===== src/rtl/ad7606_par_responder.sv =====
// AD7606 parallel-read ADC responder: latches 8 channels on CONVST, holds BUSY, serves CS/RD reads.
// Optional AD7606_TEST_PATTERN_EN replaces channel inputs with {conversion count, channel index}.
module ad7606_par_responder #(
  parameter int BUSY_CYCLES = 8,
  parameter int NUM_CH      = 8
) (
  input  logic        sys_clk_i,
  input  logic        rst_n_i,
  input  logic        convst_i,
  input  logic        cs_i,
  input  logic        rd_i,
  input  logic [15:0] ch1_data_i,
  input  logic [15:0] ch2_data_i,
  input  logic [15:0] ch3_data_i,
  input  logic [15:0] ch4_data_i,
  input  logic [15:0] ch5_data_i,
  input  logic [15:0] ch6_data_i,
  input  logic [15:0] ch7_data_i,
  input  logic [15:0] ch8_data_i,
  output logic        busy_o,
  output logic        frstdata_o,
  output logic [15:0] ad_data_o,
  output logic        ad_data_oe_o,
  output logic        overrun_o
);

  localparam int PTR_W = (NUM_CH > 1) ? $clog2(NUM_CH) : 1;
  localparam int CNT_W = 16;

  localparam logic [1:0] ST_IDLE  = 2'd0;
  localparam logic [1:0] ST_CONV  = 2'd1;
  localparam logic [1:0] ST_READY = 2'd2;

  logic [1:0]       state_reg, state_next;
  logic [CNT_W-1:0] busy_cnt_reg, busy_cnt_next;
  logic [PTR_W-1:0] ptr_reg, ptr_next;
  logic             busy_reg, busy_next;
  logic             overrun_reg, overrun_next;
  logic             convst_q_reg;
  logic             rd_q_reg;
  logic [15:0]      hold_reg;
  logic [15:0]      shadow_reg [NUM_CH];
  logic             load_en;
  logic             conv_edge;
  logic             rd_rise;
  logic             read_active;
  logic [15:0]      rd_data;

  assign conv_edge   = convst_i & ~convst_q_reg;
  assign rd_rise     = ~cs_i & rd_i & ~rd_q_reg;
  assign read_active = ~cs_i & ~rd_i;

  always_comb begin
    state_next    = state_reg;
    busy_cnt_next = busy_cnt_reg;
    ptr_next      = ptr_reg;
    busy_next     = busy_reg;
    overrun_next  = 1'b0;
    load_en       = 1'b0;
    case (state_reg)
      ST_IDLE: begin
        if (conv_edge) begin
          load_en       = 1'b1;
          busy_cnt_next = CNT_W'(BUSY_CYCLES - 1);
          busy_next     = 1'b1;
          state_next    = ST_CONV;
        end
      end
      ST_CONV: begin
        // A second CONVST while converting is flagged but otherwise ignored.
        if (conv_edge) begin
          overrun_next = 1'b1;
        end
        if (busy_cnt_reg == '0) begin
          state_next = ST_READY;
          ptr_next   = '0;
          busy_next  = 1'b0;
        end else begin
          busy_cnt_next = busy_cnt_reg - CNT_W'(1);
        end
      end
      ST_READY: begin
        if (conv_edge) begin
          load_en       = 1'b1;
          busy_cnt_next = CNT_W'(BUSY_CYCLES - 1);
          busy_next     = 1'b1;
          state_next    = ST_CONV;
        end else if (rd_rise) begin
          ptr_next = (ptr_reg == PTR_W'(NUM_CH - 1)) ? '0 : ptr_reg + PTR_W'(1);
        end
      end
      default: begin
        state_next = ST_IDLE;
        busy_next  = 1'b0;
      end
    endcase
  end

  always_ff @(posedge sys_clk_i or negedge rst_n_i) begin
    if (!rst_n_i) begin
      state_reg    <= ST_IDLE;
      busy_cnt_reg <= '0;
      ptr_reg      <= '0;
      busy_reg     <= 1'b0;
      overrun_reg  <= 1'b0;
      convst_q_reg <= 1'b0;
      rd_q_reg     <= 1'b1;
      hold_reg     <= '0;
    end else begin
      state_reg    <= state_next;
      busy_cnt_reg <= busy_cnt_next;
      ptr_reg      <= ptr_next;
      busy_reg     <= busy_next;
      overrun_reg  <= overrun_next;
      convst_q_reg <= convst_i;
      rd_q_reg     <= rd_i | cs_i;
      hold_reg     <= ad_data_o;
    end
  end

`ifdef AD7606_TEST_PATTERN_EN
  logic [11:0] conv_cnt_reg;

  always_ff @(posedge sys_clk_i or negedge rst_n_i) begin
    if (!rst_n_i) begin
      conv_cnt_reg <= '0;
    end else if (load_en) begin
      conv_cnt_reg <= conv_cnt_reg + 12'd1;
    end
  end

  generate
    for (genvar gi = 0; gi < NUM_CH; gi++) begin : g_shadow
      always_ff @(posedge sys_clk_i or negedge rst_n_i) begin
        if (!rst_n_i) begin
          shadow_reg[gi] <= '0;
        end else if (load_en) begin
          shadow_reg[gi] <= {conv_cnt_reg, 4'(gi)};
        end
      end
    end
  endgenerate
`else
  logic [16*8-1:0] ch_bus;

  assign ch_bus = {ch8_data_i, ch7_data_i, ch6_data_i, ch5_data_i,
                   ch4_data_i, ch3_data_i, ch2_data_i, ch1_data_i};

  generate
    for (genvar gi = 0; gi < NUM_CH; gi++) begin : g_shadow
      logic [15:0] ch_val;
      if (gi < 8) begin : g_live
        assign ch_val = ch_bus[16*gi +: 16];
      end else begin : g_none
        assign ch_val = '0;
      end
      always_ff @(posedge sys_clk_i or negedge rst_n_i) begin
        if (!rst_n_i) begin
          shadow_reg[gi] <= '0;
        end else if (load_en) begin
          shadow_reg[gi] <= ch_val;
        end
      end
    end
  endgenerate
`endif

  // Zero-latency bus: the pointer only moves on the RD rising edge, so data is stable while RD is low.
  assign rd_data      = (state_reg == ST_READY) ? shadow_reg[ptr_reg] : 16'h0000;
  assign ad_data_o    = read_active ? rd_data : hold_reg;
  assign ad_data_oe_o = read_active;
  assign frstdata_o   = ~cs_i & (state_reg == ST_READY) & (ptr_reg == '0);
  assign busy_o       = busy_reg;
  assign overrun_o    = overrun_reg;

endmodule


===== config.mk =====
export PLATFORM = sky130hd
export DESIGN_NAME = ad7606_par_responder
export DESIGN_NICKNAME = d
export VERILOG_FILES = /design/src/rtl/ad7606_par_responder.sv
export SDC_FILE = /design/constraint.sdc
export NUM_CORES = 1
export LEC_CHECK = 0
export ABC_CLOCK_PERIOD_IN_PS = 2600
export CAP_MARGIN = 20
export CELL_PAD_IN_SITES_DETAIL_PLACEMENT = 1
export CELL_PAD_IN_SITES_GLOBAL_PLACEMENT = 1
export CORE_ASPECT_RATIO = 1.2
export CORE_MARGIN = 2
export CORE_UTILIZATION = 45
export CTS_CLUSTER_DIAMETER = 150
export DETAILED_ROUTE_END_ITERATION = 8
export DONT_BUFFER_PORTS = 1
export GPL_TIMING_DRIVEN = 0
export HOLD_SLACK_MARGIN = 0.03
export PLACE_DENSITY = 0.83
export SYNTH_ARGS = -nofsm -noshare
export SYNTH_HDL_FRONTEND = slang
export SYNTH_SLANG_ARGS = --single-unit
export TNS_END_PERCENT = 100

===== constraint.sdc =====
create_clock -name sys_clk_i -period 2.6 [get_ports sys_clk_i]
set_input_delay 0.26 -clock sys_clk_i [delete_from_list [all_inputs] [get_ports sys_clk_i]]
set_output_delay 0.26 -clock sys_clk_i [all_outputs]
set_load 0.03 [all_outputs]

# Word-level counts from Yosys, hierarchy flattened
# Cells that the tools add are included.
[word_totals]
mem_count = 0
mem_bits_ro = 0
output_inout_bits = 20
latch_bits = 0
inputBits = 133
word_cells = 70
mem_bits_rw = 0
reg_bits = 169
[op_classes]
n_addsub = 2
mul = 0
shifts = 0
n_reduce_logical = 9
order_cmp = 1
muxes = 22
bitwise_logic = 12
n_div = 0
eq_ne = 8
[ops]
columns = ["operator", "n"]
rows = [
  ["16-bit two-way mux", 6],
  ["16-bit binary-select mux with 3-bit select", 1],
  ["16-bit case mux with 2 select lines", 1],
  ["16-bit zero test", 1],
  ["16-bit by 1-bit subtractor with 16-bit output (second input constant)", 1],
  ["3-bit two-way mux", 4],
  ["2-bit inequality test (second input constant)", 4],
  ["1-bit bitwise AND", 6],
  ["3-bit case mux with 2 select lines", 1],
  ["1-bit two-way mux", 5],
  ["4-bit >= comparator (second input constant)", 1],
  ["2-bit two-way mux", 2],
  ["1-bit inverter", 4],
  ["3-bit inverter with 4-bit output", 1],
  ["2-bit case mux with 2 select lines", 1],
  ["4-bit AND reduction", 1],
  ["2-bit nonzero test", 2],
  ["3-bit by 1-bit adder with 3-bit output (second input constant)", 1],
  ["3-bit == test (second input constant)", 1],
  ["3-bit zero test", 1],
  ["3-bit AND reduction", 1],
  ["2-bit by 1-bit == test with 1-bit output (second input constant)", 1],
  ["2-bit == test (second input constant)", 1],
  ["2-bit zero test", 1],
  ["5 further kinds", 5],
]

# Logic depth before layout (Yosys ltp)
[depth]
depth_word = 6
mapped_depth = 7
depth_no_buf = 6

# Worst setup path after synthesis
# OpenSTA, ideal clock, no wires.
[synth_timing]
path_type = "reg2out"
start = "register ptr_reg[0]"
end = "output port frstdata_o"
setup_slack_ps = 152
arrival_time_ps = 2188
path_stages_with_launch = 7
n_path_buf = 3
t_required_ps = 2340
cell_sequence = "dfrtp_1 -> clkbuf_1 -> buf_2 -> buf_1 -> inv_1 -> ha_1 -> nor4b_1"
[synth_between]
elab_chain_len = 2
[synth_rtl]
columns = ["item", "line_no", "source"]
rows = [
  ["from (decl)", "36", "logic [PTR_W-1:0] ptr_reg, ptr_next;"],
  ["from (signal assigned)", "112", "ptr_reg <= ptr_next;"],
  ["3-bit zero test", "172", "assign frstdata_o = ~cs_i & (state_reg == ST_READY) & (ptr_reg == '0);"],
  ["1-bit bitwise AND", "172", ""],
  ["to (decl)", "21", "output logic frstdata_o,"],
]
# No other way between the ends.

# Final worst setup path
[layout_timing]
start = "register ptr_reg[0]"
end = "output port ad_data_o[11]"
[layout_between]
elab_chain_len = 6
[layout_rtl]
columns = ["item", "line_no", "source"]
rows = [
  ["3-bit inverter with 4-bit output (implied by the code)", "169", "assign rd_data = (state_reg == ST_READY) ? shadow_reg[ptr_reg] : 16'h0000;"],
  ["16-bit binary-select mux with 3-bit select", "169", ""],
  ["16-bit two-way mux (implied by the code) (2 in series)", "169", ""],
  ["16-bit two-way mux", "169", ""],
  ["16-bit two-way mux", "170", "assign ad_data_o = read_active ? rd_data : hold_reg;"],
  ["to (decl)", "22", "output logic [15:0] ad_data_o,"],
]
# No other way between the ends. The select of a mux whose other input is x is not followed.

==> key figures <==
Flow run
  • Maxcap violations: 0

Critical path
  • Worst reg2reg path startpoint: busy_cnt_reg[13]
  • Bufs and invs on worst path: 2
  • Setup crit start: ptr_reg[0]
  • Crit path required time: between 2000 and 2500 ps
  • Max stage delay cell, worst path: mux2i_1
  • CP startpoint kind: flip-flop
  • Crit path max fanout: 10
  • Worst path top cell family by delay: compound AO/OA/AOI/OAI gates
  • Worst path arrival time: 2420 ps
  • Worst path max stage delay: 440 ps
  • Critical Path, Cell by Cell: clkbuf_1, clkbuf_4, mux2i_1, a22oi_1, a32o_2
  • Kind of critical path: reg -> out
  • Crit end category: primary output

Cells and area
  • Max FFs per register: approximately 130
  • Most common cell after layout, fill and taps aside: nand2_1
  • Share of cells above drive strength 1: approximately a tenth
  • Number of fill cells in the layout: about 1800
  • Final core area utilization: 60.0%
  • P&R area growth vs syn: 31.6%
  • Most frequent cells in the layout: nand2_1, dfrtp_1, dlygate4sd3_1, mux2i_1, a22oi_1
  • Nets: roughly 1100

Clocking
  • Clock Path Buffers: 2
  • Clk Latency, worst-skew pair: 460 ps
  • Clock transition at path regs: 80 ps
  • TritonCTS clock tree: built
  • CTS Hold Bufs: roughly 130
  • Clk root buf: clkbuf_16
  • Htree depth: 4
  • Clock sinks: 169
  • Cts bufs inserted: 17

STA
  • Fin crit share: 103%
  • Slack of the critical path: -76.1 ps
  • Setup Skew: roughly 15 ps
  • Worst-Margin Slew: approximately 700 ps
  • Final max-slew violation count: 0
  • Final setup vio count: 2
  • Hold_ws: -511 ps
  • Slew headroom: about 53%
  • Min Tclk post-route: roughly 2700 ps
  • Highest Clock Rate: between 300 and 400 MHz
  • Final hold vios: roughly 170

Outcome
  • Status: finished with violations
  • Failing checks: negative hold slack, negative setup slack

Die
  • DIE WIDTH: 123 µm
  • Starting density of the core: about 46%
  • Core footprint: around 0.017 mm²
  • Die Area: around 0.018 mm²
  • IO Count: 153
  • Die height: 147 µm
  • # rows: 52

Placed design
  • Place WS: -121 ps
  • Post-DP HPWL: about 17000 µm
  • GP Congestion: between 0.9 and 1
  • Port-buffer cells: 0

Synth
  • Yosys warnings: 0
  • Synth area leader: dfrtp_1
  • Yosys cell types: 39
  • Synth Area per Inst: 9.19 µm²
  • Mapped Nets: between 900 and 1000
  • Cell Area, Synth: 0.00762 mm²
  • Cells after Synth: 830
  • Yosys reg bits: approximately 170
  • Top post-synthesis cells by area: dfrtp_1, nand2_1, mux2i_1
  • Share of the synthesized area in the top cell type: between 50% and 60%
  • Sequential share of the synthesized area: between 50% and 60%

Global routing
  • GRT Total Usage: around 34%
  • Number of global-route vias before repair: ~7800
  • Largest net degree at the start of global routing: 170
  • Initial antenna violation count: 2
  • First-pass GRT wire length: approximately 45000 µm
  • Overflow after GRT: 0

Power and ir drop
  • Worst vdd ir: 0.665 mV
  • Switch share: 39.9%
  • Clk network pwr share: around a quarter
  • Share of power burned in registers: 42.6%
  • Psw: roughly 4400 µW
  • Internal power: about 6600 µW
  • Leakage: between 0.004 and 0.005 µW
  • Comb power frac: 33.5%
  • PwrDens: about 1100 mW/mm²

Drt
  • 1st-iter DRT viols: 690
  • DRT antenna net count: 0
  • Detailed Route WL: between 30000 and 40000 µm
  • DR WL/cell: 25.3 µm
  • Vias per std cell: 5.90
  • Pre-antenna DRT Iters: 8
  • Routed via count: a little over 7000
  • DRC: 0

Worst hold path
  • Tightest Hold Check Type: in -> async
==> final cells by class <==
cell class,count,area [µm²],share of cell area (%)
Sequential cell,169,4230,42.2
Multi-Input combinational cell,606,3350,33.4
Timing Repair Buffer,134,1330,13.2
Inverter,9,33.8,0.337
Buffer,46,230,2.29
Tap cell,216,270,2.69
Clock buffer,21,460,4.59
Clock inverter,11,121,1.21
Antenna cell,2,5.00,0.0499
==> per-layer routing <==
layer,routed length [µm],vias up,global-route usage (%)
met5,0,-,0
met3,2070,123,9.77
met2,16000,365,58.5
met4,2010,0,20.9
li1,-,3066,-
met1,10600,3603,36.1
==> timing repair <==
action                                  CTS  global route
buffers inserted                          0             5
resized for setup                        38            38
hold endpoints to repair                298           169
pin swaps                                 0             0
endpoints found under the setup margin   20            58
==> synth_stat cells <==
cell / number
nand4_1: 3
and3_1: 2
a32o_1: 16
o211ai_1: 1
clkbuf_1: 34
a22oi_1: 34
nor2_1: 13
or3_1: 4
nand3_1: 2
o22ai_1: 2
o31ai_1: 3
nor4b_1: 2
ha_1: 4
o21a_1: 2
nor2b_1: 3
dfrtp_1: 168
nand2b_1: 4
nand3b_1: 1
buf_1: 9
o21ai_0: 9
or4b_2: 1
nand4bb_1: 1
and4_1: 1
dfstp_2: 1
a31oi_1: 1
mux2i_1: 72
a21oi_1: 9
and2_1: 1
nor3_1: 6
inv_1: 9
or4_4: 2
o41a_1: 1
o21ai_1: 1
or4_1: 2
or2_2: 2
o41ai_1: 1
nor4_1: 7
nand2_1: 393
buf_2: 3
==> path summary, 6_finish.rpt <==
kind	end	slack, ps	cells after the start
worst max-delay path	ad_data_o[11]	-80	5
worst min-delay path	busy_cnt_reg[1]	-510	0
worst max register to register	busy_cnt_reg[1]	40	4
worst min register to register	shadow_reg[61]	480	2
max in group asynchronous	shadow_reg[126]	2830	0
min in group sys_clk_i	overrun_o	230	2
==> stage by stage <==
stage / TNS (ps) / power (µW) / cell area, µm² / hold slack (ps) / instances
after floorplan: 0 / 6340 / 7620 / -35.6 / 830
after global routing: -527 / 11400 / 10000 / -518 / 1214
after CTS: -107 / 10300 / 9880 / -494 / 1207
after detailed placement: -444 / 7400 / 7900 / -25.4 / 1046
final: -76.6 / 10900 / 10000 / -511 / 1214
after global placement: -455 / 7180 / 7900 / -24.7 / 1046
==> logic make-up (layout without fill, tap and decap cells) <==
group	after synthesis	after routing	synth area share (%)
compound gates	80	80	7.79
mux	72	72	9.45
flops	169	169	55.5
fa+ha+maj	4	4	0.656
other cells	0	2	0
buf+inv	55	221	2.76
simple gates	450	450	23.9
==> power by group through the flow <==
stage	registers (µW)	clock network, µW	logic, µW
floorplan	4210	0	2130
global placement	4380	0	2800
detailed placement	4460	0	2950
CTS	4480	2570	3240
global route	4730	2730	3960
finish	4660	2610	3660
(Power assumes the default switching activity.)
